--- config.mk ---
export PLATFORM = sky130hd
export DESIGN_NAME = regfile_wb_ctrl
export DESIGN_NICKNAME = d
export VERILOG_FILES = /design/src/rtl/regfile_wb_ctrl_pkg.sv /design/src/rtl/wb_rr_arbiter2.sv /design/src/rtl/regfile_wb_ctrl.sv
export SDC_FILE = /design/constraint.sdc
export NUM_CORES = 1
export LEC_CHECK = 0
export CORE_MARGIN = 2
export CORE_UTILIZATION = 43
export CTS_BUF_LIST = sky130_fd_sc_hd__clkbuf_8
export CTS_CLUSTER_DIAMETER = 50
export DETAILED_ROUTE_END_ITERATION = 7
export PLACE_DENSITY = 0.84
export SETUP_SLACK_MARGIN = 0.2
export SYNTH_ARGS = -nofsm -noshare
export SYNTH_HDL_FRONTEND = slang
export SYNTH_SLANG_ARGS = --single-unit
--- constraint.sdc ---
create_clock -name clk -period 3.4 [get_ports clk]
set_input_delay 0.68 -clock clk [delete_from_list [all_inputs] [get_ports clk]]
set_output_delay 0.68 -clock clk [all_outputs]
set_load 0.005 [all_outputs]
--- src/rtl/regfile_wb_ctrl_pkg.sv ---
// Shared constants and types for the register-file writeback controller.
// Used by the round-robin arbiter and by the top level.
package regfile_wb_ctrl_pkg;

  localparam int NREG = 32;
  localparam int AW   = 6;
  localparam int DW   = 32;
  localparam int IW   = $clog2(NREG);

  typedef enum logic {
    WB_ALU = 1'b0,
    WB_LSU = 1'b1
  } wb_src_t;

  function automatic logic addr_in_range(input logic [AW-1:0] a);
    return a < AW'(NREG);
  endfunction

endpackage

--- src/rtl/wb_rr_arbiter2.sv ---
// Two-way round-robin arbiter between the ALU and LSU writeback requesters.
// The grant is combinational; the pointer only toggles after a contested grant.
module wb_rr_arbiter2
  import regfile_wb_ctrl_pkg::*;
(
  input  logic       clk,
  input  logic       rst_n,
  input  logic       i_valid_alu,
  input  logic       i_valid_lsu,
  output logic [1:0] o_grant,
  output logic       o_rr_ptr
);

  wb_src_t r_rr_ptr;
  logic    w_contested;

  assign w_contested = i_valid_alu && i_valid_lsu;
  assign o_rr_ptr    = r_rr_ptr;

  always_ff @(posedge clk) begin
    if (!rst_n) begin
      r_rr_ptr <= WB_ALU;
    end else if (w_contested) begin
      r_rr_ptr <= (r_rr_ptr == WB_ALU) ? WB_LSU : WB_ALU;
    end
  end

  always_comb begin
    o_grant = 2'b00;
    if (w_contested) begin
      o_grant = (r_rr_ptr == WB_ALU) ? 2'b01 : 2'b10;
    end else begin
      o_grant = {i_valid_lsu, i_valid_alu};
    end
  end

endmodule

--- src/rtl/regfile_wb_ctrl.sv ---
// Register-file write-port controller: arbitrates ALU/LSU writebacks onto one
// registered write port and keeps a pending scoreboard to stall RAW/WAW issue.
module regfile_wb_ctrl
  import regfile_wb_ctrl_pkg::*;
(
  input  logic            clk,
  input  logic            rst_n,
  input  logic            issue_valid,
  input  logic [AW-1:0]   issue_src1,
  input  logic [AW-1:0]   issue_src2,
  input  logic [AW-1:0]   issue_dst,
  input  logic            issue_has_dst,
  output logic            issue_stall,
  input  logic            alu_valid,
  input  logic [AW-1:0]   alu_addr,
  input  logic [DW-1:0]   alu_data,
  output logic            alu_ready,
  input  logic            lsu_valid,
  input  logic [AW-1:0]   lsu_addr,
  input  logic [DW-1:0]   lsu_data,
  output logic            lsu_ready,
  output logic            write_reg,
  output logic [AW-1:0]   dstreg_addr,
  output logic [DW-1:0]   dstreg_data,
  output logic [NREG-1:0] pending
);

  logic [1:0]      w_grant;
  logic            w_rr_ptr;
  logic            w_accept;
  logic            w_sel_lsu;
  logic [AW-1:0]   w_req_addr;
  logic [DW-1:0]   w_req_data;
  logic            w_req_write;
  logic            w_issue_set;
  logic [NREG-1:0] w_pend_nxt;

  logic            r_write_reg;
  logic [AW-1:0]   r_dstreg_addr;
  logic [DW-1:0]   r_dstreg_data;
  logic [NREG-1:0] r_pending;

  wb_rr_arbiter2 u_arb (
    .clk         (clk),
    .rst_n       (rst_n),
    .i_valid_alu (alu_valid),
    .i_valid_lsu (lsu_valid),
    .o_grant     (w_grant),
    .o_rr_ptr    (w_rr_ptr)
  );

  assign alu_ready = w_grant[0];
  assign lsu_ready = w_grant[1];
  assign w_accept  = |w_grant;

  // Under contention the pointer names the winner; otherwise whoever is valid.
  assign w_sel_lsu   = lsu_valid && (!alu_valid || (w_rr_ptr == WB_LSU));
  assign w_req_addr  = w_sel_lsu ? lsu_addr : alu_addr;
  assign w_req_data  = w_sel_lsu ? lsu_data : alu_data;
  assign w_req_write = w_accept && addr_in_range(w_req_addr);

  // Out-of-range requests are consumed but never reach the register file.
  always_ff @(posedge clk) begin
    if (!rst_n) begin
      r_write_reg   <= 1'b0;
      r_dstreg_addr <= '0;
      r_dstreg_data <= '0;
    end else begin
      r_write_reg <= w_req_write;
      if (w_req_write) begin
        r_dstreg_addr <= w_req_addr;
        r_dstreg_data <= w_req_data;
      end
    end
  end

  function automatic logic pend_at(input logic [NREG-1:0] p, input logic [AW-1:0] a);
    return addr_in_range(a) ? p[a[IW-1:0]] : 1'b0;
  endfunction

  assign issue_stall = issue_valid &&
                       (pend_at(r_pending, issue_src1) ||
                        pend_at(r_pending, issue_src2) ||
                        (issue_has_dst && pend_at(r_pending, issue_dst)));

  assign w_issue_set = issue_valid && !issue_stall && issue_has_dst &&
                       addr_in_range(issue_dst);

  // Clear on commit first so a same-cycle set of the same bit wins.
  always_comb begin
    w_pend_nxt = r_pending;
    if (r_write_reg) begin
      w_pend_nxt[r_dstreg_addr[IW-1:0]] = 1'b0;
    end
    if (w_issue_set) begin
      w_pend_nxt[issue_dst[IW-1:0]] = 1'b1;
    end
  end

  always_ff @(posedge clk) begin
    if (!rst_n) begin
      r_pending <= '0;
    end else begin
      r_pending <= w_pend_nxt;
    end
  end

  assign write_reg   = r_write_reg;
  assign dstreg_addr = r_dstreg_addr;
  assign dstreg_data = r_dstreg_data;
  assign pending     = r_pending;

endmodule

==> impl_metrics.json, run 1 <==
{
  "status": "complete, no violations",
  "start_util": 0.4428,
  "postCtsHoldBufs": 0,
  "clockBufferDepth": 2,
  "final_area_mm2": 0.006071,
  "synth.avg_cell_area_um2": 8.657,
  "ir_worst_vdd_uv": 232.2,
  "clkLatencyLatePin_ns": 0.35,
  "htree_levels": 3,
  "dp_cells": 721,
  "viasPerCell": 5.966,
  "synthTopCellsByArea": "dfxtp_1, a311oi_1, nand2_1",
  "grt_max_degree": 41,
  "wl_per_cell_um": 19.07,
  "final-hold-violation-count": 0,
  "drt-pass1-iter-count": 5,
  "antenna_cells": 0,
  "fin_ws_ns": 0.2557,
  "p_leak_nw": 2.290,
  "clk_pin_slew_worst_paths_ns": 0.08,
  "synth_compound_area_frac": 0.2265,
  "final_max_slew_viol_count": 0,
  "fin_skew_ns": 0.01299,
  "die_w_um": 98.76,
  "ys_top_cells_by_count": "nand2_1, dfxtp_1, nor2_1, a311oi_1, o211ai_1",
  "cap_violations": 0,
  "place_ws_ns": -0.6005,
  "synthDistinctLibCells": 40,
  "path_buf_inv": 3,
  "antenna_left": 0,
  "drt-initial-drc-count": 316,
  "overflow": 0,
  "io_buffers": 173,
  "hold_class": "reg2reg",
  "synthArstFlopShare": 0,
  "antenna_found_initial": 0,
  "ios": 174,
  "worst_pin_slew_ns": 0.4736,
  "yosysSeqAreaShare": 0.3733,
  "power_mw": 2.137,
  "netlist_area_mm2": 0.003861,
  "layout_min_cycle_time_ns": 3.144,
  "synthAdderAreaFrac": 0,
  "num-nets-final": 728,
  "yosysMostFrequentCell": "nand2_1",
  "crit_slowest_cell": "mux4_1",
  "max_stage_delay_ns": 0.55,
  "grt_pass1_vias": 4426,
  "syn_nets": 546,
  "cp.arrival_ns": 2.46,
  "synth_simple_gate_area_frac": 0.1941,
  "final.setup.tns_ns": 0,
  "synth_top_area_share": 0.3733,
  "start_kind": "input pin",
  "ys_seq_elements": 72,
  "rsz0062_at_grt": "no",
  "cp_max_fo": 6,
  "required_ns": 2.72,
  "synth-xor-area-share": 0.002268,
  "synth_top_family_by_area": "compound AO/OA/AOI/OAI gates",
  "rows": 34,
  "gp_routability_congestion": 0.9947,
  "numCtsBuffers": 9,
  "place_area_mm2": 0.005833,
  "relSlewSlack": 0.6833,
  "drive_above_1_share": 0.1232,
  "path_class": "in2out",
  "p_per_area_mw_per_mm2": 352.0,
  "yosys.area.top_type": "dfxtp_1",
  "dieArea_mm2": 0.009754,
  "core_area_mm2": 0.008721,
  "drc": 0,
  "cts.sinks": 72,
  "die_y_um": 98.76,
  "vias": 4421,
  "fmax_mhz": 318.0,
  "worstSetupEndpointType": "output port",
  "fin_crit_sh": 0.9248,
  "wl_mm": 14.13,
  "synth_edf_count": 0,
  "grt_usage": 0.2921,
  "areaGrowthSynthToFinish_pct": 57.23,
  "dp_hpwl_mm": 10.34,
  "synth_mux_area_frac": 0.1578,
  "crit_family": "multiplexers",
  "cts-root-buf": "clkbuf_8",
  "yosysWarnings": 0,
  "syn_inst": 446,
  "grt_first_pass_wirelength_mm": 22.63,
  "tritoncts": "built",
  "finalSetupViolCount": 0,
  "final_cells": 741,
  "ys.flop_type": "dfxtp_1",
  "path_cells": "clkdlybuf4s15_1 -> buf_4 -> mux4_1 -> mux2i_1 -> a221oi_1 -> a22oi_2 -> a21boi_2 -> buf_2"
}
where the power goes:
group	total [mW]	leakage, nW	internal [mW]	switching [mW]
Clock	0.724	0.103	0.384	0.340
Combinational	0.488	1.60	0.277	0.211
Sequential	0.925	0.589	0.888	0.0374
Total	2.14	2.29	1.55	0.588
repair_timing:
| item | 4_1_cts | 5_1_grt |
|---|---|---|
| gates cloned | 0 | 0 |
| pin swaps | 6 | 5 |
| endpoints found under the setup margin | 1 | 1 |
| setup buffers | 4 | 0 |
| gates resized for setup | 21 | 7 |
layout make-up:
cell class,count,area (µm²)
clock buffer,11,151.4
clock inverter,5,62.56
fill,666,2650
inverter,6,22.52
multi-input combinational,331,2270
sequential,72,1441
tap,108,135.1
timing repair buffer,208,1988
cells in the final DEF (no fill, tap or decap), types with 2 or more instances in the layout:
master	Yosys	layout
a21oi_1	3	3
o22ai_1	2	2
o21ai_0	31	30
nand4_1	4	4
buf_6	1	2
nor2b_1	3	3
o21ai_1	3	2
o211ai_1	33	33
inv_1	6	6
clkdlybuf4s50_1	0	163
a22oi_1	2	2
dlygate4sd2_1	0	5
or3b_2	3	3
o221ai_1	2	2
nand2b_1	6	6
nand3b_1	7	7
nand2_1	87	87
a221oi_1	2	2
clkbuf_2	0	3
mux4_2	9	9
clkinvlp_4	0	2
mux2i_1	20	19
buf_4	1	32
nor2_1	47	47
clkbuf_8	0	11
inv_6	0	2
a311oi_1	38	38
dfxtp_1	72	72
mux4_1	7	7
nand3_1	5	5
or3_1	2	2
mux2_2	2	2
a31o_2	2	2
kinds of logic after synthesis:
group	Yosys count
flops	72
mux	38
compound gates	121
buf+inv	43
simple gates	171
xor+xnor	1
per-layer routing:
metal  GRT usage  vias up  wire length [µm]
met1      0.3339     2086              5320
met4      0.1096        0               365
met5           0        -                 0
li1            -     2031                 -
met3     0.09716       25              1618
met2      0.5062      279              6824
stage by stage:
stage               hold slack (ns)    util
floorplan                    0.4261       -
global placement             0.4209  0.6689
global route                 0.4696  0.6961
detailed placement           0.4294  0.6689
finish                       0.4394  0.6961
CTS                          0.4399  0.6968
final timing paths:
path	slack (ns)	end	cells after the start	startpoint
setup / recovery	0.26	issue_stall	8	issue_src2[0]
hold / removal	0.44	dstreg_addr[5]	2	dstreg_addr[5]
setup reg to reg	0.90	pending[4]	7	pending[8]
hold reg to reg	0.44	dstreg_addr[5]	2	dstreg_addr[5]
worst reg2reg max path: cells and delay by family (launching register included):
family | cells | cell delay [ns]
compound gates | 4 | 1.02
mux | 1 | 0.52
flops | 1 | 0.39
simple gates | 1 | 0.32
buf+inv | 1 | 0.19
(Power assumes the default switching activity.)
==> run 2, diff against run 1 <==
--- a/config.mk
+++ b/config.mk
@@ -11,6 +11,7 @@
 export CTS_CLUSTER_DIAMETER = 50
 export DETAILED_ROUTE_END_ITERATION = 7
 export PLACE_DENSITY = 0.84
+export REMOVE_ABC_BUFFERS = 1
 export SETUP_SLACK_MARGIN = 0.2
 export SYNTH_ARGS = -nofsm -noshare
 export SYNTH_HDL_FRONTEND = slang
==> run 2 against run 1 <==
Net effect: critical path depth did not move; sequential power barely moved; combinational power rose by 1%; clock skew fell by 0.0031 ns; sequential cell count did not move; worst setup slack got worse by 0.0013 ns; via count fell by 1.2%; core utilization fell by 0.17 points; global-route usage fell by 0.89 points; critical endpoint unchanged.
==> impl_metrics.json, run 2 (synthesis results as in run 1) <==
{
  "layout_min_cycle_time_ns": 3.146,
  "fmax_mhz": 317.9,
  "clkLatencyLatePin_ns": 0.35,
  "final-hold-violation-count": 0,
  "gp_routability_congestion": 0.9146,
  "dp_hpwl_mm": 10.22,
  "grt_usage": 0.2832,
  "dp_cells": 717,
  "required_ns": 2.72,
  "drive_above_1_share": 0.1320,
  "multiInputGateArea_mm2": 0.002286,
  "worstSetupEndpointType": "output port",
  "num-nets-final": 724,
  "power_mw": 2.093,
  "io_buffers": 173,
  "worst_pin_slew_ns": 0.7507,
  "areaGrowthSynthToFinish_pct": 56.84,
  "tritoncts": "built",
  "htree_levels": 3,
  "ir_worst_vdd_uv": 305.0,
  "vias": 4368,
  "drt-initial-drc-count": 305,
  "final_max_slew_viol_count": 0,
  "final_cells": 737,
  "p_per_area_mw_per_mm2": 345.7,
  "numCtsBuffers": 9,
  "hold_class": "reg2reg",
  "rows": 34,
  "die_y_um": 98.76,
  "postCtsHoldBufs": 0,
  "regArea_mm2": 0.001441,
  "wl_mm": 13.97,
  "die_w_um": 98.76,
  "fin_crit_sh": 0.9252,
  "finalCoreUtilization": 0.6944,
  "start_kind": "input pin",
  "place_ws_ns": -0.5533,
  "clockBufferDepth": 2,
  "grt_first_pass_wirelength_mm": 22.06,
  "rsz0062_at_grt": "no",
  "antenna_found_initial": 0,
  "cts-root-buf": "clkbuf_8",
  "dieArea_mm2": 0.009754,
  "ios": 174,
  "antenna_cells": 0,
  "cap_violations": 0,
  "core_area_mm2": 0.008721,
  "p_leak_nw": 2.250,
  "viasPerCell": 5.927,
  "cts.sinks": 72,
  "start_util": 0.4428,
  "wl_per_cell_um": 18.96,
  "clk_pin_slew_worst_paths_ns": 0.08,
  "relSlewSlack": 0.4980,
  "final_common_cell": "clkdlybuf4s50_1",
  "finalSetupViolCount": 0,
  "n_fill_cell": 685,
  "drt-pass1-iter-count": 5,
  "path_class": "in2out",
  "fin_skew_ns": 0.009924,
  "grt_max_degree": 77,
  "grt_pass1_vias": 4353,
  "cp_max_fo": 7,
  "layout_common_cells": "clkdlybuf4s50_1, nand2_1, dfxtp_1, nor2_1, a311oi_1",
  "fin_ws_ns": 0.2544,
  "antenna_left": 0,
  "overflow": 0,
  "cp.arrival_ns": 2.47,
  "status": "complete, no violations",
  "drc": 0,
  "final.setup.tns_ns": 0
}
==> run 2: stage by stage <==
step / hold slack [ns] / instance area (µm²)
floorplan: 0.4261 / 3706
global placement: 0.4261 / 5816
detailed placement: 0.4237 / 5816
CTS: 0.4380 / 6051
global route: 0.4789 / 6056
finish: 0.4340 / 6056
==> run 2: worst paths after layout <==
| path | cells past startpoint | slack (ns) | from | end |
|---|---|---|---|---|
| min reg2reg | 2 | 0.43 | dstreg_addr[5] | dstreg_addr[5] |
| max reg2reg | 9 | 0.85 | pending[30] | pending[14] |
| min | 2 | 0.43 | dstreg_addr[5] | dstreg_addr[5] |
| max | 8 | 0.25 | issue_src1[1] | issue_stall |
==> run 2: repair_timing <==
action	CTS	global route
buffers inserted	3	1
gates cloned	0	0
pin swaps	3	2
gates resized for setup	30	14
endpoints found under the setup margin	1	1
==> run 2: where the power goes <==
group,switching [mW],internal [mW]
clock,0.335,0.338
combinational,0.214,0.280
sequential,0.0381,0.888
==> run 2: layout make-up <==
cell class                 count  share of cell area
tap                          108             0.02231
clock buffer                   9             0.02045
sequential                    72              0.2380
inverter                       6            0.003719
multi-input combinational    331              0.3775
timing repair buffer         204              0.3258
clock inverter                 7             0.01219
==> run 2: critical path: stages <==
cell,delay [ns]
dlygate4sd2_1,0.30
buf_6,0.17
mux4_2,0.49
mux2i_1,0.16
a221oi_1,0.10
a22oi_2,0.22
a21boi_1,0.10
clkdlybuf4s15_2,0.23
==> run 2: per-layer routing <==
metal	global-route usage	up-vias	part of all wire
li1	-	2028	-
met1	0.3223	2075	0.37
met2	0.4756	244	0.48
met3	0.1227	21	0.12
met4	0.09800	0	0.020
met5	0	-	0
==> run 3, diff against run 2 <==
--- a/config.mk
+++ b/config.mk
@@ -5,7 +5,6 @@
 export SDC_FILE = /design/constraint.sdc
 export NUM_CORES = 1
 export LEC_CHECK = 0
-export CORE_MARGIN = 2
 export CORE_UTILIZATION = 43
 export CTS_BUF_LIST = sky130_fd_sc_hd__clkbuf_8
 export CTS_CLUSTER_DIAMETER = 50
==> run 3 against run 2 <==
Net effect: fmax grew 1.4%; clock power grew 14%; die area is 4.0% lower; core utilization grew 1.2 points; via count rose by 1.8%; combinational power is essentially flat; sequential power barely moved; critical path depth unchanged; worst hold slack improved by 0.027 ns; sequential cell count stayed put; first-iteration DRC count up 4.9%; largest cell class unchanged; clock-buffer cell count grew 1.
==> impl_metrics.json, run 3 (synthesis results as in run 1) <==
{
  "status": "complete, no violations",
  "postCtsHoldBufs": 0,
  "dp_hpwl_mm": 10.35,
  "regArea_mm2": 0.001441,
  "grt_max_degree": 55,
  "cts.sinks": 72,
  "num-nets-final": 734,
  "overflow": 0,
  "place_area_mm2": 0.005873,
  "areaGrowthSynthToFinish_pct": 59.59,
  "start_util": 0.4428,
  "hold_class": "reg2reg",
  "io_buffers": 173,
  "ios": 174,
  "relSlewSlack": 0.5947,
  "rsz0062_at_grt": "no",
  "use_met2": 0.4967,
  "grt_usage": 0.3029,
  "fmax_mhz": 322.3,
  "final_common_cell": "clkdlybuf4s50_1",
  "rr_startpoint": "pending[25]",
  "drive_above_1_share": 0.1377,
  "min_to": "dstreg_addr[5]",
  "drt-pass1-iter-count": 5,
  "cts-root-buf": "clkbuf_8",
  "clockBufferDepth": 2,
  "numCtsBuffers": 9,
  "vias": 4447,
  "gr-usage-met3": 0.1142,
  "cp_max_fo": 2,
  "antenna_left": 0,
  "cp.arrival_ns": 2.42,
  "whs_ns": 0.4610,
  "tritoncts": "built",
  "ir_worst_vdd_uv": 250.4,
  "dieArea_mm2": 0.009363,
  "rows": 34,
  "rr_worst_depth": 8,
  "cap_violations": 0,
  "final-hold-violation-count": 0,
  "core_area_mm2": 0.008721,
  "p_leak_nw": 2.334,
  "hold_depth": 2,
  "drc": 0,
  "p_per_area_mw_per_mm2": 355.4,
  "fin_skew_ns": 0.01087,
  "final_max_slew_viol_count": 0,
  "viasPerCell": 5.953,
  "finalCoreUtilization": 0.7066,
  "required_ns": 2.72,
  "worst_pin_slew_ns": 0.6057,
  "fin_crit_sh": 0.9126,
  "hold_start": "dstreg_addr[5]",
  "wl_per_cell_um": 19.14,
  "start_kind": "input pin",
  "antenna_found_initial": 0,
  "r2r_slack_ns": 1.18,
  "grt_first_pass_wirelength_mm": 22.44,
  "multiInputGateArea_mm2": 0.002270,
  "power_mw": 2.190,
  "layout_min_cycle_time_ns": 3.103,
  "htree_levels": 3,
  "grt_use_met1": 0.3433,
  "reg2reg_to": "pending[20]",
  "worstSetupEndpointType": "output port",
  "die_w_um": 96.76,
  "wl_mm": 14.30,
  "finalSetupViolCount": 0,
  "grt_pass1_vias": 4480,
  "drt-initial-drc-count": 320,
  "n_fill_cell": 673,
  "final_area_mm2": 0.006162,
  "die_y_um": 96.76,
  "layout_common_cells": "clkdlybuf4s50_1, nand2_1, dfxtp_1, nor2_1, a311oi_1",
  "path_class": "in2out",
  "antenna_cells": 0,
  "clkLatencyLatePin_ns": 0.35,
  "gp_routability_congestion": 0.9105,
  "grt.busiest_layer": "met2",
  "clk_pin_slew_worst_paths_ns": 0.08
}
[run 3: per-stage QoR]
stage,worst slack [ns],cells,setup TNS (ns)
6_report,0.2973,747,0
5_1_grt,0.2242,747,0
4_1_cts,0.2148,743,0
3_5_place_dp,-0.5547,723,-0.5547
3_3_place_gp,-0.5177,723,-0.5177
2_1_floorplan,-2.053,409,-80.89
[run 3: timing repair]
| item | in CTS | in global routing |
|---|---|---|
| endpoints found under the setup margin | 1 | 1 |
| gates resized for setup | 22 | 15 |
| setup buffers | 3 | 4 |
| hold endpoints to repair | 0 | 0 |
| cloned | 1 | 0 |
| pin swaps | 5 | 4 |
[run 3: worst max-delay path by stage]
stage | startpoint | end | slack (ns) | depth (start not counted)
after detailed placement | issue_dst[1] | issue_stall | -0.55 | 8
final | issue_src1[0] | issue_stall | 0.30 | 8
after global placement | issue_dst[1] | issue_stall | -0.52 | 8
after floorplan | alu_valid | dstreg_addr[0] | -2.05 | 5
after CTS | issue_dst[1] | issue_stall | 0.21 | 9
after global routing | issue_src1[0] | issue_stall | 0.22 | 8
[run 3: worst max-delay path, stage by stage]
cell and delay, ns:
dlygate4sd2_1 0.25, buf_4 0.14, mux4_2 0.50, mux2i_2 0.24, o221ai_2 0.13, a22oi_2 0.24, a21boi_1 0.09, buf_2 0.14
[run 3: where the power goes]
part / total (mW) / internal, mW / switching, mW
Clock: 0.766 / 0.429 / 0.337
Combinational: 0.496 / 0.285 / 0.212
Sequential: 0.928 / 0.888 / 0.0394
Total: 2.19 / 1.60 / 0.588
[run 3: area by class of cell]
type / instances / area share
inverter: 6 / 0.003655
clock buffer: 10 / 0.02234
multi-input combinational: 331 / 0.3683
tap: 108 / 0.02193
clock inverter: 6 / 0.01360
sequential: 72 / 0.2339
timing repair buffer: 214 / 0.3362
[run 3: routing by layer]
metal | up-vias | wire, µm
li1 | 2034 | -
met1 | 2088 | 5310
met2 | 280 | 6789
met3 | 45 | 1704
met4 | 0 | 493
met5 | - | 0
